$ cat src/rtl/ex_pkg.sv
// Shared definitions for the execute stage: opcodes, funct3 codes and ALU operation encoding.
package ex_pkg;

  localparam logic [6:0] OPC_OP     = 7'b0110011;
  localparam logic [6:0] OPC_OP_IMM = 7'b0010011;
  localparam logic [6:0] OPC_BRANCH = 7'b1100011;
  localparam logic [6:0] OPC_JAL    = 7'b1101111;
  localparam logic [6:0] OPC_JALR   = 7'b1100111;

  localparam logic [2:0] F3_BEQ  = 3'b000;
  localparam logic [2:0] F3_BNE  = 3'b001;
  localparam logic [2:0] F3_BLT  = 3'b100;
  localparam logic [2:0] F3_BGE  = 3'b101;
  localparam logic [2:0] F3_BLTU = 3'b110;
  localparam logic [2:0] F3_BGEU = 3'b111;

  localparam logic [2:0] F3_ADD  = 3'b000;
  localparam logic [2:0] F3_SLL  = 3'b001;
  localparam logic [2:0] F3_SLT  = 3'b010;
  localparam logic [2:0] F3_SLTU = 3'b011;
  localparam logic [2:0] F3_XOR  = 3'b100;
  localparam logic [2:0] F3_SR   = 3'b101;
  localparam logic [2:0] F3_OR   = 3'b110;
  localparam logic [2:0] F3_AND  = 3'b111;

  typedef enum logic [3:0] {
    ALU_ADD  = 4'd0,
    ALU_SUB  = 4'd1,
    ALU_SLL  = 4'd2,
    ALU_SLT  = 4'd3,
    ALU_SLTU = 4'd4,
    ALU_XOR  = 4'd5,
    ALU_SRL  = 4'd6,
    ALU_SRA  = 4'd7,
    ALU_OR   = 4'd8,
    ALU_AND  = 4'd9
  } alu_op_e;

  // alt is funct7[5]; it selects SUB only for register-register ops, SRA for both.
  function automatic alu_op_e alu_op_decode(input logic [2:0] funct3, input logic alt,
                                            input logic allow_sub);
    alu_op_e op;
    case (funct3)
      F3_ADD:  op = (alt && allow_sub) ? ALU_SUB : ALU_ADD;
      F3_SLL:  op = ALU_SLL;
      F3_SLT:  op = ALU_SLT;
      F3_SLTU: op = ALU_SLTU;
      F3_XOR:  op = ALU_XOR;
      F3_SR:   op = alt ? ALU_SRA : ALU_SRL;
      F3_OR:   op = ALU_OR;
      F3_AND:  op = ALU_AND;
      default: op = ALU_ADD;
    endcase
    return op;
  endfunction

endpackage

$ cat src/rtl/ex_branch_stage_alu.sv
// Combinational XLEN-wide ALU; carry/overflow are meaningful only for ADD and SUB.
module ex_alu
  import ex_pkg::*;
#(
  parameter int XLEN    = 64,
  parameter int SHAMT_W = $clog2(XLEN)
) (
  input  alu_op_e         i_op,
  input  logic [XLEN-1:0] i_a,
  input  logic [XLEN-1:0] i_b,
  output logic [XLEN-1:0] o_result,
  output logic            o_carry,
  output logic            o_overflow,
  output logic            o_zero
);

  logic            w_is_sub;
  logic            w_is_arith;
  logic [XLEN-1:0] w_b_eff;
  logic [XLEN:0]   w_sum;
  logic [SHAMT_W-1:0] w_shamt;

  assign w_is_sub   = (i_op == ALU_SUB);
  assign w_is_arith = (i_op == ALU_ADD) || w_is_sub;
  assign w_b_eff    = w_is_sub ? ~i_b : i_b;
  assign w_sum      = {1'b0, i_a} + {1'b0, w_b_eff} + {{XLEN{1'b0}}, w_is_sub};
  assign w_shamt    = i_b[SHAMT_W-1:0];

  // Result multiplexer
  always_comb begin
    o_result = w_sum[XLEN-1:0];
    case (i_op)
      ALU_ADD, ALU_SUB: o_result = w_sum[XLEN-1:0];
      ALU_SLL:  o_result = i_a << w_shamt;
      ALU_SLT:  o_result = {{(XLEN-1){1'b0}}, ($signed(i_a) < $signed(i_b))};
      ALU_SLTU: o_result = {{(XLEN-1){1'b0}}, (i_a < i_b)};
      ALU_XOR:  o_result = i_a ^ i_b;
      ALU_SRL:  o_result = i_a >> w_shamt;
      ALU_SRA:  o_result = $unsigned($signed(i_a) >>> w_shamt);
      ALU_OR:   o_result = i_a | i_b;
      ALU_AND:  o_result = i_a & i_b;
      default:  o_result = w_sum[XLEN-1:0];
    endcase
  end

  assign o_carry    = w_is_arith & w_sum[XLEN];
  assign o_overflow = w_is_arith & (i_a[XLEN-1] == w_b_eff[XLEN-1]) &
                      (w_sum[XLEN-1] != i_a[XLEN-1]);
  assign o_zero     = (o_result == {XLEN{1'b0}});

endmodule

$ cat src/rtl/ex_branch_stage.sv
// Execute stage: ALU ops, branch resolution and jumps into a single-entry EX/MEM slot
// with valid/ready flow control and a one-cycle fetch redirect pulse.
module ex_branch_stage
  import ex_pkg::*;
#(
  parameter int XLEN    = 64,
  parameter int SHAMT_W = $clog2(XLEN)
) (
  input  logic            clk,
  input  logic            rst_n,
  input  logic            flush,
  input  logic            in_valid,
  output logic            in_ready,
  input  logic [XLEN-1:0] in_pc,
  input  logic [6:0]      in_opcode,
  input  logic [2:0]      in_funct3,
  input  logic [6:0]      in_funct7,
  input  logic [XLEN-1:0] in_rs1_val,
  input  logic [XLEN-1:0] in_rs2_val,
  input  logic [XLEN-1:0] in_imm,
  input  logic            in_alusrc,
  input  logic [4:0]      in_rd,
  output logic            out_valid,
  input  logic            out_ready,
  output logic [XLEN-1:0] out_result,
  output logic [4:0]      out_rd,
  output logic            out_we,
  output logic            out_zero,
  output logic            out_carry,
  output logic            out_overflow,
  output logic            redirect_valid,
  output logic [XLEN-1:0] redirect_pc
);

  alu_op_e         w_alu_op;
  logic [XLEN-1:0] w_alu_b, w_alu_result, w_result, w_target;
  logic [XLEN-1:0] w_pc_imm, w_pc_plus4;
  logic            w_alu_carry, w_alu_overflow, w_alu_zero;
  logic            w_we, w_redirect, w_flags_en, w_lt_s, w_accept;
  logic            w_unused_funct7;

  logic            r_out_valid, r_redirect_valid, r_we;
  logic            r_zero, r_carry, r_overflow;
  logic [XLEN-1:0] r_result, r_redirect_pc;
  logic [4:0]      r_rd;

  ex_alu #(.XLEN(XLEN), .SHAMT_W(SHAMT_W)) u_alu (
    .i_op       (w_alu_op),
    .i_a        (in_rs1_val),
    .i_b        (w_alu_b),
    .o_result   (w_alu_result),
    .o_carry    (w_alu_carry),
    .o_overflow (w_alu_overflow),
    .o_zero     (w_alu_zero)
  );

  assign w_pc_imm        = in_pc + in_imm;
  assign w_pc_plus4      = in_pc + XLEN'(3'd4);
  assign w_lt_s          = w_alu_result[XLEN-1] ^ w_alu_overflow;
  assign w_unused_funct7 = ^{in_funct7[6], in_funct7[4:0]};

  // Decode: pick ALU operation, result source, writeback and redirect target
  always_comb begin
    w_alu_op   = ALU_ADD;
    w_alu_b    = in_alusrc ? in_imm : in_rs2_val;
    w_result   = w_alu_result;
    w_we       = (in_rd != 5'd0);
    w_flags_en = 1'b1;
    w_redirect = 1'b0;
    w_target   = w_pc_imm;
    case (in_opcode)
      OPC_OP:     w_alu_op = alu_op_decode(in_funct3, in_funct7[5], 1'b1);
      OPC_OP_IMM: w_alu_op = alu_op_decode(in_funct3, in_funct7[5], 1'b0);
      OPC_BRANCH: begin
        // Branch compare reuses the subtractor flags: rs1 - rs2
        w_alu_op = ALU_SUB;
        w_alu_b  = in_rs2_val;
        w_result = w_pc_imm;
        w_we     = 1'b0;
        case (in_funct3)
          F3_BEQ:  w_redirect = w_alu_zero;
          F3_BNE:  w_redirect = !w_alu_zero;
          F3_BLT:  w_redirect = w_lt_s;
          F3_BGE:  w_redirect = !w_lt_s;
          F3_BLTU: w_redirect = !w_alu_carry;
          F3_BGEU: w_redirect = w_alu_carry;
          default: begin
            w_result   = {XLEN{1'b0}};
            w_flags_en = 1'b0;
          end
        endcase
      end
      OPC_JAL: begin
        w_result   = w_pc_plus4;
        w_flags_en = 1'b0;
        w_redirect = 1'b1;
      end
      OPC_JALR: begin
        w_alu_b    = in_imm;
        w_result   = w_pc_plus4;
        w_flags_en = 1'b0;
        w_redirect = 1'b1;
        w_target   = {w_alu_result[XLEN-1:1], 1'b0};
      end
      default: begin
        w_result   = {XLEN{1'b0}};
        w_we       = 1'b0;
        w_flags_en = 1'b0;
      end
    endcase
  end

  // The cycle after a redirect is wrong-path: in_ready stays high so it drains, but nothing is kept.
  assign in_ready = !r_out_valid || out_ready || r_redirect_valid;
  assign w_accept = in_valid && in_ready && !flush && !r_redirect_valid;

  // EX/MEM slot and redirect pulse registers
  always_ff @(posedge clk or negedge rst_n) begin
    if (!rst_n) begin
      r_out_valid      <= 1'b0;
      r_redirect_valid <= 1'b0;
      r_we             <= 1'b0;
      r_zero           <= 1'b0;
      r_carry          <= 1'b0;
      r_overflow       <= 1'b0;
      r_result         <= {XLEN{1'b0}};
      r_rd             <= 5'd0;
      r_redirect_pc    <= {XLEN{1'b0}};
    end else if (flush) begin
      r_out_valid      <= 1'b0;
      r_redirect_valid <= 1'b0;
    end else if (w_accept) begin
      r_out_valid      <= 1'b1;
      r_redirect_valid <= w_redirect;
      r_result         <= w_result;
      r_rd             <= in_rd;
      r_we             <= w_we;
      r_zero           <= w_flags_en & w_alu_zero;
      r_carry          <= w_flags_en & w_alu_carry;
      r_overflow       <= w_flags_en & w_alu_overflow;
      if (w_redirect) begin
        r_redirect_pc <= w_target;
      end
    end else begin
      r_out_valid      <= r_out_valid && !out_ready;
      r_redirect_valid <= 1'b0;
    end
  end

  assign out_valid      = r_out_valid;
  assign out_result     = r_result;
  assign out_rd         = r_rd;
  assign out_we         = r_we;
  assign out_zero       = r_zero;
  assign out_carry      = r_carry;
  assign out_overflow   = r_overflow;
  assign redirect_valid = r_redirect_valid;
  assign redirect_pc    = r_redirect_pc;

endmodule

$ cat config.mk
export PLATFORM = sky130hd
export DESIGN_NAME = ex_branch_stage
export DESIGN_NICKNAME = d
export VERILOG_FILES = /design/src/rtl/ex_pkg.sv /design/src/rtl/ex_branch_stage_alu.sv /design/src/rtl/ex_branch_stage.sv
export SDC_FILE = /design/constraint.sdc
export NUM_CORES = 2
export LEC_CHECK = 0
export ABC_AREA = 1
export CAP_MARGIN = 15
export CELL_PAD_IN_SITES_DETAIL_PLACEMENT = 1
export CELL_PAD_IN_SITES_GLOBAL_PLACEMENT = 2
export CORE_MARGIN = 2
export CORE_UTILIZATION = 30
export DETAILED_ROUTE_END_ITERATION = 6
export GPL_TIMING_DRIVEN = 0
export PLACE_DENSITY_LB_ADDON = 0.1
export SYNTH_ARGS = -nofsm -noshare
export SYNTH_HDL_FRONTEND = slang
export SYNTH_SLANG_ARGS = --single-unit
$ cat constraint.sdc
create_clock -name clk -period 1.9 [get_ports clk]
set_clock_uncertainty 0.15 [all_clocks]
set_input_delay 0.38 -clock clk [delete_from_list [all_inputs] [get_ports clk]]
set_output_delay 0.38 -clock clk [all_outputs]
set_load 0.03 [all_outputs]
### After elaboration in Yosys (flattened, before gate mapping)

Index checks and enable logic that the tools add are counted.

| cells by class | value |
|---|---|
| add/sub/neg operators | 4 |
| bitwise gates (word level) | 12 |
| order comparisons | 2 |
| eq/ne operators | 23 |
| reductions and logical operators | 24 |
| shifts and indexed selects | 3 |
| multiplexer cells | 21 |

Operator list:

| kind | number |
|---|---|
| one-hot mux 64 bit (8 select lines) | 1 |
| two-way mux 64 bit | 4 |
| one-hot mux 64 bit (3 select lines) | 1 |
| < comparator 64 bit | 2 |
| one-hot mux 64 bit (2 select lines) | 1 |
| adder 64 x 64 -> 65 bit | 1 |
| adder 65 x 1 -> 65 bit | 1 |
| adder 64 x 3 -> 64 bit (second input constant) | 1 |
| adder 64 bit | 1 |
| bitwise AND 64 bit | 1 |
| logical NOT 64 bit | 1 |
| inverter 64 bit | 1 |
| bitwise OR 64 bit | 1 |
| one-hot mux 4 bit (8 select lines) | 2 |
| << shifter 64 x 6 -> 64 bit | 1 |
| >> shifter 64 x 6 -> 64 bit | 1 |
| >>> shifter 64 x 6 -> 64 bit | 1 |
| XOR 64 bit | 1 |
| equality test 7 bit (second input constant) | 3 |
| equality test 4 x 3 -> 1 bit (second input constant) | 4 |
| equality test 3 bit (second input constant) | 4 |
| one-hot mux 4 bit (3 select lines) | 1 |
| equality test 4 x 2 -> 1 bit (second input constant) | 2 |
| equality test 4 bit (second input constant) | 2 |
| other kinds (24) | 50 |

| storage, ports and cells | value |
|---|---|
| output and inout bits | 140 |
| input port bits | 284 |
| flip-flop bits (word level) | 139 |
| word-level logic and storage cells | 98 |

### Depth between registers and ports, before layout

| logic depth | value |
|---|---|
| depth after elaboration | 15 |
| depth in mapped cells | 44 |
| gate-level depth less buffers | 39 |

### Hierarchy

Synthesis repeated with hierarchy kept, for this count alone.

| second synthesis, totals | value |
|---|---|
| cells, all modules | 6,861 |
| area total of the unflattened synthesis | 36,095.9 um^2 |

By module, submodules not included:

| module | area each (um^2) | times used | cells each |
|---|---|---|---|
| ex_alu | 20,206.9 | 1 | 4,048 |
| ex_branch_stage | 15,889.0 | 1 | 2,813 |

### Least setup slack after synthesis

No wires, ideal clock.

| timing path | value |
|---|---|
| path type | input to register |
| start | input port in_opcode[1] |
| end | register r_redirect_pc[24], in the netlist redirect_pc[24] |
| stages | 35 |
| buffers on the path | 5 |
| required time | 1.632 ns |
| setup slack | -3.531 ns |
| library setup time | 0.118 ns |
| data arrival time | 5.163 ns |
| cell sequence | nand2_1 inv_2 nand2_1 nor3_2 o21ai_0 clkbuf_1 clkbuf_1 nand2_1 clkbuf_1 xnor2_1 ha_1 a21oi_1 a21boi_0 o21ai_0 a21oi_1 nand2_1 a21boi_0 o21ai_0 xor2_1 nand2_1 nand3_1 nor2_1 nand2_1 nor2_1 nand2_1 nor2_2 nand3_1 nand3_1 nand2_1 nand2_1 nand2_1 buf_6 buf_4 nand2_1 nand2_1 |

| on the way | value |
|---|---|
| longest elaborated chain between the ends | 13 |

RTL lines:

| item | line | text |
|---|---|---|
| from (decl) | ex_branch_stage.sv:15 | `input logic [6:0] in_opcode,` |
| parallel branches: the longest is 13 deep, another holds adder 64 x 64 -> 65 bit | -- |  |
| to (signal assigned) | ex_branch_stage.sv:128 | `r_redirect_pc <= {XLEN{1'b0}};` |
| to (signal assigned) | ex_branch_stage.sv:142 | `r_redirect_pc <= w_target;` |
| to (decl) | ex_branch_stage.sv:44 | `logic [XLEN-1:0] r_result, r_redirect_pc;` |

Parallel ways; which one is timed is not known.
A chain may end at the register's enable or synchronous reset.

### Final worst setup path

| timing path | value |
|---|---|
| start | input port in_rs2_val[0] |
| end | register r_redirect_pc[50], in the netlist redirect_pc[50] |

| on the way | value |
|---|---|
| longest elaborated chain between the ends | 13 |

RTL lines:

| item | line | text |
|---|---|---|
| from (decl) | ex_branch_stage.sv:19 | `input logic [XLEN-1:0] in_rs2_val,` |
| two-way mux 64 bit | ex_branch_stage.sv:65 | `w_alu_b = in_alusrc ? in_imm : in_rs2_val;` |
| one-hot mux 64 bit (2 select lines) * | ex_branch_stage.sv:71 | `case (in_opcode)` |
| parallel branches: the longest is 11 deep, another holds adder 64 x 64 -> 65 bit | -- |  |

Mark *: on every way between the ends.

==> results.rst <==
.. list-table::
   :header-rows: 1

   * - Metric
     - Value
   * - Data arrival time of the worst path
     - 6.33 ns
   * - Kind of path behind the tightest hold check
     - in2async
   * - Worst slack after detailed placement
     - -6.87 ns
   * - Top post-synthesis cells by count
     - sky130_fd_sc_hd__nand2_1 (1574), sky130_fd_sc_hd__nand3_1 (1157), sky130_fd_sc_hd__inv_1 (644), sky130_fd_sc_hd__nor2_1 (498), sky130_fd_sc_hd__a21oi_1 (363)
   * - Overall routing resource usage
     - 0.510
   * - Crit. End Element
     - flop
   * - Deepest clock path buffer count
     - 2
   * - Max-capacitance violation count
     - 0
   * - Most used DFF post-synth
     - sky130_fd_sc_hd__dfrtp_1
   * - Count of flip-flops with a built-in enable after synthesis
     - 0
   * - Post-DP Area
     - 41100 sq um
   * - Post-synth ARST share
     - 1.00
   * - Vias after detailed routing
     - 53200
   * - DRC violations left
     - 0
   * - Post-Synthesis Cells
     - 6070
   * - Total design power
     - 26.4 mW
   * - Most common cell in the synthesized netlist
     - sky130_fd_sc_hd__nand2_1
   * - Area enclosed by the die boundary
     - 116000 sq um
   * - Initial antenna violation count
     - 34
   * - Adder and majority cell fraction of the synthesized area
     - 0.122
   * - Library cell appearing most often on the critical path
     - sky130_fd_sc_hd__nand2_1
   * - Synth warn
     - 0
   * - Headroom to the max-slew limit
     - -0.0501
   * - Largest area contributor in the synthesized netlist
     - sky130_fd_sc_hd__nand2_1
   * - Count of buffers from port buffering
     - 416
   * - Final max-slew violation count
     - 1
   * - Number of filler cells placed in the layout
     - 14800
   * - Top fanout value on the critical path
     - 10
   * - Iteration count of the initial detailed-routing pass
     - 7
   * - Mux cell area share after synthesis
     - 0.00147
   * - Largest net degree at the start of global routing
     - 99
   * - Wire length of the first global-routing pass
     - 413 mm
   * - Worst-case setup margin in the final layout
     - -4.19 ns
   * - Violations in the final reports
     - max-slew violations, negative setup slack
   * - Core Util, Final
     - 0.415
   * - Die span in y
     - 341 um
   * - HPWL after DPL
     - 255 mm
   * - Maximum frequency from static timing analysis
     - 0.164 GHz
   * - Synthesized-area fraction occupied by ao, oa, aoi and oai cells
     - 0.179
   * - Final std cell area, no fill
     - 46700 sq um
   * - Hold Violations, Final
     - 0
   * - Number of flip-flops and latches in the synthesized netlist
     - 139
   * - Final setup viols
     - 278
   * - Required time at the worst-slack endpoint
     - 2.13 ns
   * - Mean instance size in the synthesized netlist
     - 5.60 sq um
   * - Total leakage power
     - 21.9 nW
   * - Root cell of the clock tree
     - sky130_fd_sc_hd__clkbuf_16
   * - Ports
     - 424
   * - Post-synthesis to final-layout area growth
     - 37.3%
   * - Die W
     - 341 um
   * - Outcome
     - finished, violations left
   * - Initial drt markers
     - 7861
   * - Clock sink total
     - 139
   * - Clock network latency to the later pin of the worst-skew pair
     - 0.44 ns
   * - Number of nets in the synthesized netlist
     - 6684
   * - Clock tree from TritonCTS
     - done
   * - CP max-delay cell
     - sky130_fd_sc_hd__nand3_1
   * - Fraction of layout cells with a size suffix above 1
     - 0.145
   * - Tightest Pin Transition
     - 1.58 ns
   * - Multi-input combinational cell area
     - 29900 sq um
   * - GPL Wtd Cong
     - 1.15
   * - Area taken by flip-flops and latches
     - 3480 sq um
   * - Final critical-path share of the clock period
     - 3.21
   * - Gr ovfl total
     - 0
   * - Peak per-stage delay on the critical path
     - 0.48 ns
   * - Clock-pin slew reported for the worst setup and hold paths after clock tree synthesis
     - 0.07 ns
   * - Number of rows created at floorplan
     - 123
   * - Total number of nets in the final design
     - 7332
   * - Share of synthesized cell area in and, or, nand and nor gates
     - 0.443
   * - Unrepaired setup endpoints after global routing
     - yes
   * - Xor/xnor cell area share of the yosys netlist
     - 0.0405
   * - Dominant combinational cell family by area after synthesis
     - simple AND/OR/NAND/NOR gates
   * - Number of buffers added by the clock tree synthesis step
     - 17
   * - Number of vias per cell
     - 6.44
   * - Power density cells
     - 566 nW/um^2
   * - Crit Path Category
     - in2reg
   * - Final critical delay including setup and external delays
     - 6.09 ns
   * - Sequential-to-total area share from yosys stat
     - 0.102
   * - H-tree depth
     - 4
   * - Post-Syn Area
     - 34000 sq um
   * - Fraction of synthesized cell area taken by the top area cell type
     - 0.174
   * - Floorplan Core Area
     - 112000 sq um
   * - Startpoint class of the critical path
     - input pin
   * - Count of cell types in the netlist
     - 57
   * - Antenna Nets Post-Route
     - 0
   * - Routed length per placed instance
     - 37.6 um
   * - Max VDD drop
     - 0.602 mV
   * - Via count of the first global-routing pass
     - 50400
   * - Total Wirelength
     - 311 mm
   * - Hold_ws
     - 0.277 ns
   * - Top post-synthesis cells by area
     - sky130_fd_sc_hd__nand2_1 (17%), sky130_fd_sc_hd__nand3_1 (17%), sky130_fd_sc_hd__ha_1 (12%)
   * - Initial cell density of the core
     - 0.302
path summary, 6_finish.rpt:
| path | cells after the start | slack (ns) | end | start |
|---|---|---|---|---|
| min reg2reg | 2 | 0.32 | redirect_pc[60] | redirect_pc[60] |
| max in group asynchronous | 3 | 0.49 | out_result[59] | rst_n |
| min in group clk | 2 | 0.32 | redirect_pc[60] | redirect_pc[60] |
| max reg2reg | 8 | -1.06 | out_result[6] | redirect_valid |
| min | 2 | 0.28 | out_valid | rst_n |
| max | 31 | -4.19 | redirect_pc[50] | in_rs2_val[0] |
metrics by stage:
step / std cells / setup TNS [ns]
floorplan: 6070 / -295.11
global placement: 7986 / -1495.22
detailed placement: 7996 / -754.44
CTS: 8209 / -426.74
global route: 8240 / -480.41
finish: 8254 / -478.98
flip-flops by register name (all words and copies together), names as in the netlist:
register and cells:
out_carry 1, out_overflow 1, out_rd 5, out_result 64, out_valid 1, out_we 1, out_zero 1, redirect_pc 64
redirect_valid 1
routing by layer:
metal | wire length [um] | track usage
met2 | 122000 | 0.715
met5 | 160 | 0
met3 | 46100 | 0.237
met4 | 22900 | 0.295
met1 | 120000 | 0.635
report_power, final:
group	switching, mW	internal [mW]	leakage (nW)
logic	14.1	5.54	19.7
clock network	1.54	1.87	0.286
registers	0.162	3.18	1.90
worst max-delay path, delay by kind of cell:
kind / cells / cell delay (ns)
buffers and inverters: 6 / 1.67
AOI/OAI and AO/OA: 1 / 0.33
and+or+nand+nor: 24 / 3.88
cells in the final DEF, fill, tap and decap left out, types with 22 or more instances in the layout:
master	Yosys	final
sky130_fd_sc_hd__o21ai_1	23	65
sky130_fd_sc_hd__nand4_1	56	56
sky130_fd_sc_hd__o211ai_1	48	48
sky130_fd_sc_hd__nand2_2	10	55
sky130_fd_sc_hd__clkbuf_16	0	30
sky130_fd_sc_hd__a21oi_1	363	292
sky130_fd_sc_hd__nor4_1	36	29
sky130_fd_sc_hd__buf_2	99	96
sky130_fd_sc_hd__o21ai_0	314	246
sky130_fd_sc_hd__a31oi_1	29	25
sky130_fd_sc_hd__ha_1	328	291
sky130_fd_sc_hd__xor2_1	74	61
sky130_fd_sc_hd__buf_1	37	32
sky130_fd_sc_hd__nor3_1	66	61
sky130_fd_sc_hd__xnor2_1	83	76
sky130_fd_sc_hd__nor2_1	498	445
sky130_fd_sc_hd__inv_2	14	27
sky130_fd_sc_hd__nand2_1	1574	1510
sky130_fd_sc_hd__ha_2	0	25
sky130_fd_sc_hd__o21a_1	22	22
sky130_fd_sc_hd__inv_1	644	626
sky130_fd_sc_hd__dfrtp_1	139	139
sky130_fd_sc_hd__a21o_1	25	25
sky130_fd_sc_hd__or2_2	28	25
sky130_fd_sc_hd__nor2_2	7	44
sky130_fd_sc_hd__a21oi_2	1	64
sky130_fd_sc_hd__clkbuf_1	120	72
sky130_fd_sc_hd__buf_12	0	37
sky130_fd_sc_hd__nor2_4	6	23
sky130_fd_sc_hd__diode_2	0	23
sky130_fd_sc_hd__nand3_1	1157	1108
sky130_fd_sc_hd__buf_4	23	183
sky130_fd_sc_hd__nand3_2	2	31
sky130_fd_sc_hd__clkdlybuf4s50_1	0	404
sky130_fd_sc_hd__a221oi_4	0	51
final cells by class:
cell class,count,area share
Tap cell,1500,0.0402
Buffer,287,0.0419
Sequential cell,139,0.0746
Inverter,660,0.0534
Multi-Input combinational cell,4986,0.642
Antenna cell,23,0.00123
Clock inverter,15,0.00359
Clock buffer,17,0.00912
Timing Repair Buffer,627,0.134
logic make-up (layout without fill, tap and decap cells):
logic type               count (synthesis)  count (layout)
buffers and inverters                  947            1606
XOR/XNOR                               157             157
multiplexers                             5               5
AO/OA/AOI/OAI                         1026            1026
adder cells (fa/ha/maj)                330             330
AND/OR/NAND/NOR                       3466            3468
flip-flops                             139             139
other                                    0              23
repair_timing:
item | CTS | global route
endpoints found under the setup margin | 278 | 278
hold buffers | 1 | 0
endpoints found under the hold margin | 41 | 0
gates resized for setup | 568 | 130
gates cloned | 9 | 0
pin swaps | 155 | 56
buffers inserted | 171 | 22
(Power assumes the default switching activity.)
